`src/rtl/pope_rom_access_arbiter_if.sv`:
```
// Request/response/ROM bus for the pope ROM access arbiter.
// master = requesters + ROM side, slave = the arbiter.
interface pope_rom_access_arbiter_if #(
  parameter int unsigned NUM_REQ = 4,
  parameter int unsigned ADDR_W  = 6,
  parameter int unsigned DATA_W  = 48
);
  localparam int unsigned ID_W = (NUM_REQ > 1) ? $clog2(NUM_REQ) : 1;

  logic [NUM_REQ-1:0]        req_valid;
  logic [NUM_REQ*ADDR_W-1:0] req_addr;
  logic [NUM_REQ-1:0]        req_ready;
  logic [ADDR_W-1:0]         rom_addr;
  logic [DATA_W-1:0]         rom_data;
  logic                      resp_valid;
  logic                      resp_ready;
  logic [ID_W-1:0]           resp_id;
  logic [DATA_W-1:0]         resp_data;

  modport master (
    output req_valid, req_addr, rom_data, resp_ready,
    input  req_ready, rom_addr, resp_valid, resp_id, resp_data
  );

  modport slave (
    input  req_valid, req_addr, rom_data, resp_ready,
    output req_ready, rom_addr, resp_valid, resp_id, resp_data
  );
endinterface

```
`src/rtl/pope_rom_access_arbiter.sv`:
```
// Round-robin arbiter sharing one combinational pope ROM among NUM_REQ requesters.
// One lookup outstanding at a time: IDLE -> LOOKUP -> RESP -> IDLE.
module pope_rom_access_arbiter #(
  parameter int unsigned NUM_REQ    = 4,
  parameter int unsigned ADDR_W     = 6,
  parameter int unsigned DATA_W     = 48,
  parameter int unsigned LOOKUP_CYC = 1
) (
  input  logic                    clk,
  input  logic                    rst_n,
  pope_rom_access_arbiter_if.slave bus,
  output logic                    busy
);
  localparam int unsigned ID_W  = (NUM_REQ > 1) ? $clog2(NUM_REQ) : 1;
  localparam int unsigned CNT_W = 4;

  typedef enum logic [1:0] {
    IDLE   = 2'd0,
    LOOKUP = 2'd1,
    RESP   = 2'd2
  } state_t;

  state_t             state_q, state_d;
  logic [ID_W-1:0]    rr_ptr_q, rr_ptr_d;
  logic [ID_W-1:0]    id_q, id_d;
  logic [ID_W-1:0]    resp_id_q, resp_id_d;
  logic [ID_W-1:0]    winner;
  logic               found;
  logic [CNT_W-1:0]   cnt_q, cnt_d;
  logic [ADDR_W-1:0]  rom_addr_q, rom_addr_d;
  logic               resp_valid_q, resp_valid_d;
  logic [DATA_W-1:0]  resp_data_q, resp_data_d;
  logic               busy_q;
  logic [NUM_REQ-1:0] req_ready_c;
  logic [ADDR_W-1:0]  addr_arr [NUM_REQ];

  for (genvar g = 0; g < NUM_REQ; g++) begin : g_addr
    assign addr_arr[g] = bus.req_addr[g*ADDR_W +: ADDR_W];
  end

  // Round-robin search: first valid requester at or above rr_ptr, wrapping.
  always_comb begin
    logic [31:0] idx;
    winner = rr_ptr_q;
    found  = 1'b0;
    idx    = '0;
    for (int unsigned i = 0; i < NUM_REQ; i++) begin
      idx = 32'(rr_ptr_q) + i;
      if (idx >= NUM_REQ) idx = idx - NUM_REQ;
      if (!found && bus.req_valid[ID_W'(idx)]) begin
        found  = 1'b1;
        winner = ID_W'(idx);
      end
    end
  end

  always_ff @(posedge clk or negedge rst_n) begin
    if (!rst_n) begin
      state_q      <= IDLE;
      rr_ptr_q     <= '0;
      id_q         <= '0;
      cnt_q        <= '0;
      rom_addr_q   <= '0;
      resp_valid_q <= 1'b0;
      resp_id_q    <= '0;
      resp_data_q  <= '0;
      busy_q       <= 1'b0;
    end else begin
      state_q      <= state_d;
      rr_ptr_q     <= rr_ptr_d;
      id_q         <= id_d;
      cnt_q        <= cnt_d;
      rom_addr_q   <= rom_addr_d;
      resp_valid_q <= resp_valid_d;
      resp_id_q    <= resp_id_d;
      resp_data_q  <= resp_data_d;
      busy_q       <= (state_d != IDLE);
    end
  end

  always_comb begin
    state_d      = state_q;
    rr_ptr_d     = rr_ptr_q;
    id_d         = id_q;
    cnt_d        = cnt_q;
    rom_addr_d   = rom_addr_q;
    resp_valid_d = resp_valid_q;
    resp_id_d    = resp_id_q;
    resp_data_d  = resp_data_q;
    req_ready_c  = '0;

    unique case (state_q)
      IDLE: begin
        if (found) begin
          req_ready_c[winner] = 1'b1;
          rom_addr_d = addr_arr[winner];
          id_d       = winner;
          rr_ptr_d   = (32'(winner) + 32'd1 >= NUM_REQ) ? '0 : winner + ID_W'(1);
          cnt_d      = CNT_W'(LOOKUP_CYC - 1);
          state_d    = LOOKUP;
        end
      end
      LOOKUP: begin
        if (cnt_q == '0) begin
          resp_data_d  = bus.rom_data;
          resp_id_d    = id_q;
          resp_valid_d = 1'b1;
          state_d      = RESP;
        end else begin
          cnt_d = cnt_q - CNT_W'(1);
        end
      end
      RESP: begin
        // Handshake cycle never accepts; the next grant waits for IDLE.
        if (bus.resp_ready) begin
          resp_valid_d = 1'b0;
          state_d      = IDLE;
        end
      end
      default: state_d = IDLE;
    endcase
  end

  assign bus.req_ready  = req_ready_c;
  assign bus.rom_addr   = rom_addr_q;
  assign bus.resp_valid = resp_valid_q;
  assign bus.resp_id    = resp_id_q;
  assign bus.resp_data  = resp_data_q;
  assign busy           = busy_q;
endmodule

```
`src/flat_wrapper.sv`:
```
// flat-port wrapper written by rule: the top's interface ports become plain ports
module pope_rom_access_arbiter_flat 
#(
  parameter int unsigned NUM_REQ    = 4,
  parameter int unsigned ADDR_W     = 6,
  parameter int unsigned DATA_W     = 48,
  parameter int unsigned LOOKUP_CYC = 1
)
  (clk, rst_n, busy, bus_req_valid, bus_req_addr, bus_rom_data, bus_resp_ready, bus_req_ready, bus_rom_addr, bus_resp_valid, bus_resp_id, bus_resp_data);
  pope_rom_access_arbiter_if #(.NUM_REQ(NUM_REQ), .ADDR_W(ADDR_W), .DATA_W(DATA_W)) bus_i ();
  input  logic clk;
  input  logic rst_n;
  output logic busy;
  input wire logic [$bits(bus_i.req_valid)-1:0] bus_req_valid;
  input wire logic [$bits(bus_i.req_addr)-1:0] bus_req_addr;
  input wire logic [$bits(bus_i.rom_data)-1:0] bus_rom_data;
  input wire logic [$bits(bus_i.resp_ready)-1:0] bus_resp_ready;
  output wire logic [$bits(bus_i.req_ready)-1:0] bus_req_ready;
  output wire logic [$bits(bus_i.rom_addr)-1:0] bus_rom_addr;
  output wire logic [$bits(bus_i.resp_valid)-1:0] bus_resp_valid;
  output wire logic [$bits(bus_i.resp_id)-1:0] bus_resp_id;
  output wire logic [$bits(bus_i.resp_data)-1:0] bus_resp_data;
  assign bus_i.req_valid = bus_req_valid;
  assign bus_i.req_addr = bus_req_addr;
  assign bus_i.rom_data = bus_rom_data;
  assign bus_i.resp_ready = bus_resp_ready;
  assign bus_req_ready = bus_i.req_ready;
  assign bus_rom_addr = bus_i.rom_addr;
  assign bus_resp_valid = bus_i.resp_valid;
  assign bus_resp_id = bus_i.resp_id;
  assign bus_resp_data = bus_i.resp_data;
  pope_rom_access_arbiter #(.NUM_REQ(NUM_REQ), .ADDR_W(ADDR_W), .DATA_W(DATA_W), .LOOKUP_CYC(LOOKUP_CYC)) u_core (.clk(clk), .rst_n(rst_n), .bus(bus_i), .busy(busy));
endmodule
```
`config.mk`:
```
export PLATFORM = sky130hd
export DESIGN_NAME = pope_rom_access_arbiter_flat
export DESIGN_NICKNAME = d
export VERILOG_FILES = /design/src/rtl/pope_rom_access_arbiter_if.sv /design/src/rtl/pope_rom_access_arbiter.sv /design/src/flat_wrapper.sv
export SDC_FILE = /design/constraint.sdc
export NUM_CORES = 1
export LEC_CHECK = 0
export BUFFER_PORTS_ARGS = -buffer_cell sky130_fd_sc_hd__buf_2
export CORE_UTILIZATION = 52
export CTS_BUF_LIST = sky130_fd_sc_hd__clkbuf_8
export DETAILED_ROUTE_END_ITERATION = 8
export PLACE_DENSITY = 0.9
export SYNTH_ARGS = -nofsm -noshare
export SYNTH_HDL_FRONTEND = slang
export SYNTH_SLANG_ARGS = --single-unit
```
`constraint.sdc`:
```
create_clock -name clk -period 4 [get_ports clk]
set_input_delay 0.6 -clock clk [delete_from_list [all_inputs] [get_ports clk]]
set_output_delay 0.6 -clock clk [all_outputs]
set_load 0.005 [all_outputs]
```
==> flow_summary.toml, run 1 <==
[synthesis]
ys_seq_elements = 68
netlist.area_leader.share_pct = 57.1
yosysMostFrequentCell = "dfrtp_1"
synth_edf_count = 0
synth_common_cells = "dfrtp_1, mux2_1, nand2_1, clkbuf_1"
syn-num-nets = 305
yosysWarnings = 0
netlist_instances = 220
synth_area_leader_cell = "dfrtp_1"
synth_cell_type_count = 37
synth.yosys.seq_area_share_pct = 57.1
synth.avg_cell_area_um2 = 13.5
syn-cell-area_um2 = 2980
async_reset_ff_share_pct = 100
netlist_top_cells_area = "dfrtp_1, mux2_1, mux2_2"
synth-main-ff-cell = "dfrtp_1"

[power]
power.density_nw_per_um2 = 771
p_leak_nw = 1.93
peakVddDrop_mv = 0.448

[place]
portBuffers = 140
hpwlAfterDp_mm = 4.77
gp_congestion = 0.808

[timing]
setup_viol = 0
relSlewSlack_pct = 45.6
worst_slew_pin_slew_ns = 0.816
finalClockSkew_ns = 0.0102
rsz0062_at_grt = "no"
fin_crit_sh_pct = 67.9
max_freq_mhz = 368
hold_viol_final = 0
tns_ns = 0
whs_ns = 0.366
min_period_ns = 2.72
maxSlewViolCount = 0

[route]
num_vias = 2291
dr.pass1.iters = 4
post_drt_via_cell_ratio = 5.20
ant_nets = 0
wire_per_inst_um = 14.1
totalWireLength_mm = 6.22
drt_iter0_markers = 83
drc = 0

[cells_and_area]
drive_above_1_share_pct = 47.4
areaGrowthSynthToFinish_pct = 32.0
fillCellCount = 402
layout.nets = 450
diodes = 0

[clock_network]
clk_latency_ns = 0.32
cts_resized = 0
clockBufferDepth = 2
cts.sinks = 68
cts_root_buffer = "clkbuf_8"
numCtsBuffers = 9
clkTransAtPathRegs_ns = 0.07
cts_setup_buffers = 0
cts_hold_buf = 0
cts_tree = "done"
h-tree-depth = 3

[run_status]
status = "completed"

[setup_path]
crit_slowest_cell = "dfrtp_1"
worstPathArrival_ns = 2.12
worstRegToRegCells = 7
r2r_start = "u_core.cnt_q[0]$_DFFE_PN0P_"
required_ns = 3.40
critPathCaptureType = "output pin"
reg2reg_slack_ns = 1.79
cp-start-kind = "flip-flop"
crit_chain = "and2b_1 -> o2bb2ai_2 -> a211o_4 -> inv_2 -> ha_1 -> and2_1 -> buf_2"
setup.worst_path.class = "reg2out"
reg2reg_to = "u_core.busy$_DFF_PN0_"
slowest_delay_ns = 0.44
path_max_fanout = 15

[floorplan]
chipHeight_um = 77.7
initial_core_util_pct = 54.1
core_um2 = 5510
num_rows = 27
io_pins = 141
dieArea_um2 = 6040
die_w_um = 77.7

[grt]
antenna_found_initial = 0
overflow = 0
grt_max_degree = 54
grt_use_total_pct = 22.3
grt_pass1_wl_mm = 10.3
grt_pass1_vias = 2227

[worst_hold_path]
hp-class = "in2async"

[flow_run]
max-cap-violations = 0
==> kinds of logic (layout without fill, tap and decap cells) <==
kind of cell,after synthesis,after routing,synth area share (%)
multiplexers,57,57,21.8
AO/OA/AOI/OAI,30,30,8.65
buffers and inverters,18,167,2.52
AND/OR/NAND/NOR,39,39,6.84
XOR/XNOR,2,2,0.588
adder cells (fa/ha/maj),6,6,2.52
flip-flops,68,68,57.1
==> final cells by class <==
| class | count | area [um^2] | share of cell area (%) |
|---|---|---|---|
| Timing Repair Buffer | 143 | 723 | 18.4 |
| Multi-Input combinational cell | 134 | 1210 | 30.7 |
| Clock inverter | 4 | 25.0 | 0.636 |
| Tap cell | 72 | 90.1 | 2.29 |
| Sequential cell | 68 | 1700 | 43.3 |
| Inverter | 9 | 33.8 | 0.859 |
| Clock buffer | 11 | 151 | 3.85 |
==> critical path, delay by kind of cell (launching register included) <==
kind / cells / cell delay (ns)
buffers and inverters: 2 / 0.20
adders and majority gates: 1 / 0.21
AOI/OAI and AO/OA: 2 / 0.61
and+or+nand+nor: 2 / 0.34
DFF: 1 / 0.44
==> routing by layer <==
metal	up-vias	wire (um)	global-route usage, %
met4	0	91	9.62
met5	-	0	0
met1	1084	2620	27.6
li1	1084	-	-
met2	115	3050	38.1
met3	8	466	4.47
==> worst max-delay path by stage <==
| stage | start | end | slack, ns | cells after the start |
|---|---|---|---|---|
| floorplan | bus_req_valid[0] | bus_req_ready[1] | 1.68 | 7 |
| detailed placement | bus_req_valid[0] | bus_req_ready[3] | 1.31 | 8 |
| global route | u_core.rr_ptr_q[0]$_DFFE_PN0P_ | bus_req_ready[1] | 1.17 | 7 |
| finish | u_core.rr_ptr_q[0]$_DFFE_PN0P_ | bus_req_ready[3] | 1.28 | 7 |
| CTS | u_core.rr_ptr_q[0]$_DFFE_PN0P_ | bus_req_ready[3] | 1.27 | 7 |
| global placement | bus_req_valid[0] | bus_req_ready[3] | 1.42 | 8 |
==> report_power, final <==
group	total (mW)	internal, mW	switching, mW
registers	1.23	1.05	0.183
logic	1.32	0.697	0.618
clock network	0.489	0.253	0.236
==> registers in the layout (all words and copies together), names as in the netlist <==
register / flops
u_core.bus.resp_data: 48
u_core.bus.resp_id: 2
u_core.bus.resp_valid: 1
u_core.bus.rom_addr: 6
u_core.busy: 1
u_core.cnt_q: 4
u_core.id_q: 2
u_core.rr_ptr_q: 2
u_core.state_q: 2
==> placed cells by master (no fill, tap or decap), types with 3 or more instances in the layout <==
| cell type | Yosys | layout |
|---|---|---|
| a211o_1 | 6 | 6 |
| nand2_1 | 13 | 13 |
| ha_1 | 6 | 6 |
| mux2_2 | 7 | 7 |
| buf_2 | 0 | 140 |
| nor2_1 | 5 | 5 |
| buf_4 | 0 | 3 |
| o221a_2 | 4 | 4 |
| o21ai_0 | 6 | 6 |
| inv_1 | 7 | 7 |
| clkbuf_8 | 0 | 11 |
| and2_1 | 4 | 4 |
| dfrtp_1 | 68 | 68 |
| a211oi_1 | 6 | 6 |
| mux2_1 | 48 | 48 |
==> stage by stage <==
stage,setup WS [ns],instances,cell area [um^2],util [%],power [mW]
floorplan,1.68,220,2980,-,2.04
global placement,1.42,426,3760,68.2,2.50
detailed placement,1.31,426,3760,68.2,2.58
CTS,1.27,441,3930,71.4,3.08
global route,1.17,441,3930,71.4,3.28
finish,1.28,441,3930,71.4,3.03
Note: power is estimated with default switching activity, not from simulation.
==> run 2, diff against run 1 <==
--- a/config.mk
+++ b/config.mk
@@ -6,10 +6,10 @@
 export NUM_CORES = 1
 export LEC_CHECK = 0
 export BUFFER_PORTS_ARGS = -buffer_cell sky130_fd_sc_hd__buf_2
-export CORE_UTILIZATION = 52
+export CORE_UTILIZATION = 48
 export CTS_BUF_LIST = sky130_fd_sc_hd__clkbuf_8
 export DETAILED_ROUTE_END_ITERATION = 8
-export PLACE_DENSITY = 0.9
+export PLACE_DENSITY = 0.84
 export SYNTH_ARGS = -nofsm -noshare
 export SYNTH_HDL_FRONTEND = slang
 export SYNTH_SLANG_ARGS = --single-unit
==> constraint.sdc (replaced) <==
create_clock -name clk -period 2.5 [get_ports clk]
set_input_delay 0.375 -clock clk [delete_from_list [all_inputs] [get_ports clk]]
set_output_delay 0.375 -clock clk [all_outputs]
set_load 0.005 [all_outputs]
==> run 2 against run 1 <==
Worst hold slack got worse by 0.30 ns. Combinational power up 61%. Highest routed layer unchanged. Clock power up 77%. Design area rose by 1.4%. First-iteration DRC count grew 1.2%. Via count decreased by 0.83%. Non-clock buffer count rose by 1. Largest power group unchanged. Critical path type unchanged. Final cell count up 1.1%. Utilization shrank 4.5 points.
==> flow_summary.toml, run 2 (same netlist as run 1, synthesis figures left out) <==
[run_status]
status = "completed"

[setup_path]
r2r_start = "u_core.cnt_q[0]$_DFFE_PN0P_"
slowest_delay_ns = 0.47
worstPathArrival_ns = 2.03
reg2reg_slack_ns = 0.45
crit_chain = "nand2_1 -> o2bb2ai_4 -> a211o_4 -> inv_2 -> ha_1 -> and2_1 -> buf_2"
required_ns = 2.12
crit_slowest_cell = "dfrtp_1"
worstRegToRegCells = 7
reg2reg_to = "u_core.busy$_DFF_PN0_"
path_max_fanout = 15
cp-start-kind = "flip-flop"
critPathCaptureType = "output pin"
setup.worst_path.class = "reg2out"
crit_start = "u_core.rr_ptr_q[1]$_DFFE_PN0P_"

[worst_hold_path]
hp-class = "in2async"

[route]
ant_nets = 0
wire_per_inst_um = 14.5
dr.pass1.iters = 4
post_drt_via_cell_ratio = 5.09
drt_iter0_markers = 84
num_vias = 2272
drc = 0
totalWireLength_mm = 6.46

[clock_network]
cts_setup_buffers = 0
clk_latency_ns = 0.34
cts_resized = 0
cts_hold_buf = 0
cts.sinks = 68
cts_root_buffer = "clkbuf_8"
clkTransAtPathRegs_ns = 0.08
clockBufferDepth = 2
numCtsBuffers = 9
h-tree-depth = 3
cts_tree = "done"

[cells_and_area]
layout_common_cells = "buf_2, dfrtp_1, mux2_1, nand2_1, clkbuf_8"
drive_above_1_share_pct = 47.7
diodes = 0
layout.nets = 451
final_core_util_pct = 67.0
stdcell_count = 446
largest_reg_flops = 48
areaGrowthSynthToFinish_pct = 33.8
fillCellCount = 464
layout_commonest_cell = "buf_2"

[floorplan]
num_rows = 28
io_pins = 141
die_w_um = 80.8
chipHeight_um = 80.8
initial_core_util_pct = 50.0
dieArea_um2 = 6530
core_um2 = 5960

[timing]
setup_viol = 0
relSlewSlack_pct = 55.3
fin_crit_sh_pct = 96.1
max_freq_mhz = 416
hold_viol_final = 0
worst_slew_pin_slew_ns = 0.671
maxSlewViolCount = 0
tns_ns = 0
finalClockSkew_ns = 0.0137
min_period_ns = 2.40

[place]
hpwlAfterDp_mm = 4.78
gp_congestion = 0.735
dp_cells = 430
portBuffers = 140

[grt]
overflow = 0
antenna_found_initial = 0
grt_use_total_pct = 20.1
grt_pass1_wl_mm = 9.67
grt_max_degree = 41
use_met1_pct = 25.9
busiest_layer = "met2"
grt_pass1_vias = 2010
grtUsageMet2_pct = 32.5
use_met3_pct = 5.06

[power]
peakVddDrop_mv = 0.585
power.density_nw_per_um2 = 1240
p_leak_nw = 1.96

[flow_run]
max-cap-violations = 0
[run 2: cell types whose count changed in the layout (fill, tap and decap cells not counted), sizes merged]
cell      previous run  this run
buf                143       144
bufinv               0         1
clkbuf              11         9
clkinv               3         5
clkinvlp             2         1
inv                  8         9
[run 2: where the power goes]
part / internal (mW) / total, mW / switching, mW
Sequential: 1.67 / 1.97 / 0.296
Clock: 0.457 / 0.866 / 0.410
Combinational: 1.13 / 2.12 / 0.990
Total: 3.26 / 4.96 / 1.70
[run 2: layout make-up]
class	instances	area (um^2)	share of cell area, %
clock buffers	9	124	3.11
clock inverters	7	68.8	1.73
inverters	9	33.8	0.847
multi-input cells	134	1220	30.7
flip-flops and latches	68	1700	42.7
well taps	75	93.8	2.35
repair buffers	144	743	18.6
[run 2: critical path, delay by kind of cell (launching register included)]
| kind | cells | cell delay (ns) |
|---|---|---|
| AO/OA/AOI/OAI | 2 | 0.61 |
| adder cells (fa/ha/maj) | 1 | 0.14 |
| buffers and inverters | 2 | 0.23 |
| flip-flops | 1 | 0.47 |
| AND/OR/NAND/NOR | 2 | 0.26 |
[run 2: how the worst max path moves through the flow]
stage	end	cells past startpoint
2_1_floorplan	bus_req_ready[1]	7
3_3_place_gp	bus_req_ready[1]	8
3_5_place_dp	bus_req_ready[3]	8
4_1_cts	bus_req_ready[3]	7
5_1_grt	bus_req_ready[3]	7
6_report	bus_req_ready[3]	7
[run 2: per-layer routing]
metal | up-vias | share of wire, %
met3 | 12 | 7.5
met5 | - | 0
met4 | 0 | 1.3
met1 | 1068 | 43
li1 | 1081 | -
met2 | 111 | 48
[run 2: stage by stage]
stage	power [mW]	hold WS [ns]	worst slack [ns]	area, um^2
after floorplan	3.26	0.0794	0.603	2980
after global placement	4.02	0.439	0.364	3780
after detailed placement	4.13	0.447	0.295	3780
after CTS	5.03	0.0699	0.0266	3970
after global routing	5.37	0.0999	-0.00758	3990
final	4.96	0.0647	0.0965	3990
